[src/rtl/hazard_lights_sched_if.sv]
// Lamp bus between the hazard-light scheduler and the rest of the system:
// enable and requests go in, the lamp pattern, the active mode and the frame strobe come out.
interface hazard_lights_sched_if;
  logic       en;
  logic       req_calm;
  logic       req_left;
  logic       req_right;
  logic [2:0] out;
  logic [1:0] mode;
  logic       step_tick;

  modport master (
    output en, req_calm, req_left, req_right,
    input  out, mode, step_tick
  );

  modport slave (
    input  en, req_calm, req_left, req_right,
    output out, mode, step_tick
  );
endinterface

[src/rtl/hazard_lights_sched.sv]
// Hazard-light scheduler: arbitrates the requests, paces frames with a prescaler and switches
// mode only at pattern boundaries. Optional LIGHTS_BLANK_EN inserts one blank GAP frame between different modes.
module hazard_lights_sched #(
  parameter int unsigned TICK_DIV = 4
) (
  input logic                  clk,
  input logic                  reset_n,
  hazard_lights_sched_if.slave bus
);

  localparam int unsigned CW = (TICK_DIV > 1) ? $clog2(TICK_DIV) : 1;
`ifdef LIGHTS_BLANK_EN
  localparam int unsigned SW = 3;
`else
  localparam int unsigned SW = 2;
`endif

  // The low two bits of the state encoding are the mode value; GAP reads back as 00.
  typedef enum logic [SW-1:0] {
    S_OFF,
    S_CALM,
    S_WL,
    S_WR
`ifdef LIGHTS_BLANK_EN
    , S_GAP
`endif
  } state_t;

  state_t        state, state_nxt, req_mode;
  logic [1:0]    idx, idx_nxt;
  logic [CW-1:0] cnt, cnt_nxt;
  logic [2:0]    out_nxt;
  logic          tick;

  function automatic logic [2:0] frame_of(input state_t s, input logic [1:0] i);
    logic [2:0] f;
    f = 3'b000;
    case (s)
      S_CALM:  f = (i == 2'd0) ? 3'b101 : 3'b010;
      S_WL:    case (i) 2'd0: f = 3'b001; 2'd1: f = 3'b010; default: f = 3'b100; endcase
      S_WR:    case (i) 2'd0: f = 3'b100; 2'd1: f = 3'b010; default: f = 3'b001; endcase
      default: f = 3'b000;
    endcase
    return f;
  endfunction

  function automatic logic [1:0] last_of(input state_t s);
    logic [1:0] l;
    case (s)
      S_CALM:     l = 2'd1;
      S_WL, S_WR: l = 2'd2;
      default:    l = 2'd0;
    endcase
    return l;
  endfunction

  always_comb begin
    if (bus.req_calm || (bus.req_left && bus.req_right)) req_mode = S_CALM;
    else if (bus.req_left)                               req_mode = S_WL;
    else if (bus.req_right)                              req_mode = S_WR;
    else                                                 req_mode = S_OFF;
  end

  always_comb begin
    tick      = bus.en && (cnt == CW'(TICK_DIV - 1));
    state_nxt = state;
    idx_nxt   = idx;
    out_nxt   = bus.out;
    cnt_nxt   = cnt;
    if (bus.en) cnt_nxt = tick ? '0 : cnt + CW'(1);
    if (tick) begin
      // ">=" makes any out-of-range idx count as a boundary, so it recovers to frame 0.
      if (idx >= last_of(state)) begin
        state_nxt = req_mode;
        idx_nxt   = '0;
        out_nxt   = frame_of(req_mode, 2'd0);
`ifdef LIGHTS_BLANK_EN
        if (state != S_OFF && state != S_GAP && req_mode != S_OFF && req_mode != state) begin
          state_nxt = S_GAP;
          out_nxt   = '0;
        end
`endif
      end else begin
        idx_nxt = idx + 2'd1;
        out_nxt = frame_of(state, idx + 2'd1);
      end
    end
  end

  always_ff @(posedge clk) begin
    if (!reset_n) begin
      state         <= S_OFF;
      idx           <= '0;
      cnt           <= '0;
      bus.out       <= '0;
      bus.step_tick <= 1'b0;
    end else begin
      state         <= state_nxt;
      idx           <= idx_nxt;
      cnt           <= cnt_nxt;
      bus.out       <= out_nxt;
      bus.step_tick <= tick;
    end
  end

  assign bus.mode = state[1:0];

endmodule

[src/flat_wrapper.sv]
// flat-port wrapper written by rule: the top's interface ports become plain ports
module hazard_lights_sched_flat 
#(
  parameter int unsigned TICK_DIV = 4
)
  (clk, reset_n, bus_en, bus_req_calm, bus_req_left, bus_req_right, bus_out, bus_mode, bus_step_tick);
  hazard_lights_sched_if bus_i ();
  input logic clk;
  input logic reset_n;
  input wire logic [$bits(bus_i.en)-1:0] bus_en;
  input wire logic [$bits(bus_i.req_calm)-1:0] bus_req_calm;
  input wire logic [$bits(bus_i.req_left)-1:0] bus_req_left;
  input wire logic [$bits(bus_i.req_right)-1:0] bus_req_right;
  output wire logic [$bits(bus_i.out)-1:0] bus_out;
  output wire logic [$bits(bus_i.mode)-1:0] bus_mode;
  output wire logic [$bits(bus_i.step_tick)-1:0] bus_step_tick;
  assign bus_i.en = bus_en;
  assign bus_i.req_calm = bus_req_calm;
  assign bus_i.req_left = bus_req_left;
  assign bus_i.req_right = bus_req_right;
  assign bus_out = bus_i.out;
  assign bus_mode = bus_i.mode;
  assign bus_step_tick = bus_i.step_tick;
  hazard_lights_sched #(.TICK_DIV(TICK_DIV)) u_core (.clk(clk), .reset_n(reset_n), .bus(bus_i));
endmodule
[config.mk]
export PLATFORM = sky130hd
export DESIGN_NAME = hazard_lights_sched_flat
export DESIGN_NICKNAME = d
export VERILOG_FILES = /design/src/rtl/hazard_lights_sched_if.sv /design/src/rtl/hazard_lights_sched.sv /design/src/flat_wrapper.sv
export SDC_FILE = /design/constraint.sdc
export NUM_CORES = 1
export LEC_CHECK = 0
export BUFFER_PORTS_ARGS = -buffer_cell sky130_fd_sc_hd__buf_2
export CELL_PAD_IN_SITES_DETAIL_PLACEMENT = 1
export CELL_PAD_IN_SITES_GLOBAL_PLACEMENT = 2
export CORE_ASPECT_RATIO = 0.7
export CORE_MARGIN = 2
export CORE_UTILIZATION = 27
export CTS_BUF_LIST = sky130_fd_sc_hd__clkbuf_16
export CTS_CLUSTER_SIZE = 28
export DETAILED_ROUTE_END_ITERATION = 8
export PLACE_DENSITY = 0.74
export SYNTH_ARGS = -nofsm -noshare
export SYNTH_HDL_FRONTEND = slang
export SYNTH_SLANG_ARGS = --single-unit
[constraint.sdc]
create_clock -name clk -period 1.6 [get_ports clk]
set_input_delay 0.24 -clock clk [delete_from_list [all_inputs] [get_ports clk]]
set_output_delay 0.24 -clock clk [all_outputs]
set_load 0.005 [all_outputs]
==> flow_summary.toml <==
[finish]
area_growth_syn_to_layout_pct = 49.7
layout.nets = 97
final_common_cell = "buf_2"
mostFrequentLayoutCells = "11 x buf_2, 10 x buf_4, 8 x dfxtp_1, 5 x nand3_1"
stdcell_area_um2 = 830
diodes = 0
drive_gt1_frac = 0.447
utilization = 0.436

[floorplanning]
initial_core_util = 0.291
die_area_um2 = 2440
fp-row-count = 13
ios = 12
fp.dieW_um = 58.2
fp.coreArea_um2 = 1900
die_h_um = 41.9

[cts]
htree_levels = 1
postCtsHoldBufs = 0
cts_made_buffers = 3
tritoncts = "yes"
cts_root_buf = "clkbuf_16"
clock_sinks = 10
clk_pin_slew_ps = 40
insertion_delay_ps = 230
max-clock-path-buffers = 2

[critical_path]
cp-start-kind = "flop"
slowest_delay_ps = 540
cp.required_ps = 1760
crit_fanout = 7
crit_start = "u_core.bus.mode[0]"
reg2reg_to = "u_core.bus.mode[1]"
reg2reg_depth = 6
critPathCapture = "u_core.bus.mode[1]"
setup.worst_path.end_class = "flop"
r2r_start = "u_core.bus.mode[0]"
arrival_ps = 1810
reg2reg_setup_slack_ps = -40
crit_slowest_cell = "or4_4"
worstPathCellList = "nor2b_4, ha_4, nand2b_4, a21oi_4, or4_4, a21boi_2"
critPathKind = "flop to flop"

[synthesis]
synth_top_area_cell = "dfxtp_1"
synth.top_cell.area_share = 0.361
synth_area_per_cell_um2 = 8.94
netlist_top_cells_area = "dfxtp_1 36%, ha_1 11%, nand3_1 4.5%, nor2b_1 4.5%, mux2i_1 3.6%"
synthCells = 62
synth_nets = 73
syn-cell-area_um2 = 554
ys_ff_latch = 10
ys_warn_count = 0
ys_seq_area_frac = 0.361
ys_types = 28

[pwr]
leakage_nw = 0.361
ir_worst_vdd_v = 0.000743
p_total_uw = 738
swShare = 0.183
p_clk_frac = 0.595
sequentialPowerShare = 0.350
p_int_uw = 603
p_sw_uw = 135
powerDensity_nw_per_um2 = 889
combPwrFrac = 0.054

[sta]
setup_slack_ps = -42.1
tightest_slew_ps = 309
hold_viol = 0
fmax_ghz = 0.609
setup_tns_ps = -42.1
skew_ps = 1.57
fin_crit_sh = 1.03
slew_viol_final = 0
setup_viol = 1
relSlewSlack = 0.792
min_period_ps = 1640
grt_setup_unrepaired = "yes"

[run_status]
status = "finished, violations left"
violations = "setup timing"

[route]
drt-vias-per-instance = 4.90
vias = 524
drcViolationCount = 0
wirelength_mm = 1.49
ant_nets = 0
firstDrtPassIters = 4
wl_per_cell_um = 14.0
drtIter0Drc = 7

[grt]
grt_usage = 0.132
overflow = 0
grt_pass1_wl_mm = 2.33
grt_pass1_vias = 511
antenna_found_initial = 0
grt_max_degree = 13

[min_path]
hold_path_class = "primary input to flop"

[placement]
dp_slack_ps = -27.4
place_hpwl_mm = 1.06
portBuffers = 11
dpl_cell_area_um2 = 696
place_congestion = 0.791

[job]
drv_cap = 0
-- flip-flops by register name, summed over array words and instances (netlist names) --
name / cells
u_core.bus.mode: 2
u_core.bus.out: 3
u_core.bus.step_tick: 1
u_core.cnt: 2
u_core.idx: 2
-- layer usage --
| metal | GRT usage | routed length [µm] | up-vias |
|---|---|---|---|
| met5 | 0 | 0 | - |
| met4 | 0.0419 | 8 | 0 |
| li1 | - | - | 269 |
| met1 | 0.157 | 689 | 246 |
| met3 | 0.0561 | 57 | 2 |
| met2 | 0.214 | 737 | 7 |
-- kinds of logic (layout without fill, tap and decap cells) --
family	after synthesis	after routing	share of synthesized area
flip-flops	10	10	0.361
multiplexers	2	2	0.0361
adder cells (fa/ha/maj)	5	5	0.113
AND/OR/NAND/NOR	22	22	0.226
XOR/XNOR	1	1	0.0158
AO/OA/AOI/OAI	16	16	0.201
buffers and inverters	6	29	0.0474
-- Yosys cell counts --
| cell type | count |
|---|---|
| dfxtp_1 | 10 |
| ha_1 | 5 |
| nand3_1 | 5 |
| inv_1 | 4 |
| nand2_1 | 4 |
| nor2b_1 | 4 |
| o21ai_0 | 3 |
| a21oi_1 | 2 |
| and3_2 | 2 |
| mux2i_1 | 2 |
| nand2b_1 | 2 |
| nor3b_1 | 2 |
| o21a_1 | 2 |
| a21boi_1 | 1 |
| a21oi_2 | 1 |
| a22o_1 | 1 |
| a22oi_1 | 1 |
| a31o_2 | 1 |
| a31oi_1 | 1 |
| buf_4 | 1 |
| clkbuf_1 | 1 |
| nand2_2 | 1 |
| nor2_1 | 1 |
| o2111ai_1 | 1 |
| o211ai_1 | 1 |
| o31ai_1 | 1 |
| or4_1 | 1 |
| xnor2_1 | 1 |
-- layout make-up --
cell class,count,area (µm²)
clock buffer,3,75.1
timing repair buffer,21,130
tap,22,27.5
fill,226,1070
multi-input combinational,46,375
inverter,4,15.0
sequential,10,203
clock inverter,1,3.75
-- timing repair --
action	in CTS	in global routing
setup endpoints to repair	2	5
buffers inserted	0	3
gates resized for setup	0	7
pin swaps	1	4
-- metrics by stage --
stage / cells / hold WS, ps
floorplan: 62 / 415
global placement: 100 / 445
detailed placement: 100 / 452
CTS: 104 / 316
global route: 107 / 323
finish: 107 / 313
-- power by group through the flow --
stage,Sequential [mW],Clock [mW],Combinational (mW)
floorplan,0.262,0,0.0246
global placement,0.262,0,0.0373
detailed placement,0.263,0,0.0379
CTS,0.258,0.451,0.0382
global route,0.258,0.464,0.0454
finish,0.258,0.439,0.0401
-- worst max-delay path: cells and delay by family, from the launching register on --
kind	cells	cell delay, ps
flops	1	320
simple gates	3	790
compound gates	2	210
fa+ha+maj	1	250
-- how the worst min path moves through the flow --
stage / start / to / slack, ps / depth (start not counted)
2_1_floorplan: bus_req_calm / u_core.bus.mode[1] / 420 / 2
3_3_place_gp: u_core.bus.out[1] / u_core.bus.out[1] / 450 / 2
3_5_place_dp: u_core.bus.out[1] / u_core.bus.out[1] / 450 / 2
4_1_cts: bus_req_calm / u_core.bus.mode[1] / 320 / 3
5_1_grt: bus_req_calm / u_core.bus.mode[1] / 320 / 3
6_report: bus_req_calm / u_core.bus.mode[1] / 310 / 3
(Power assumes the default switching activity.)
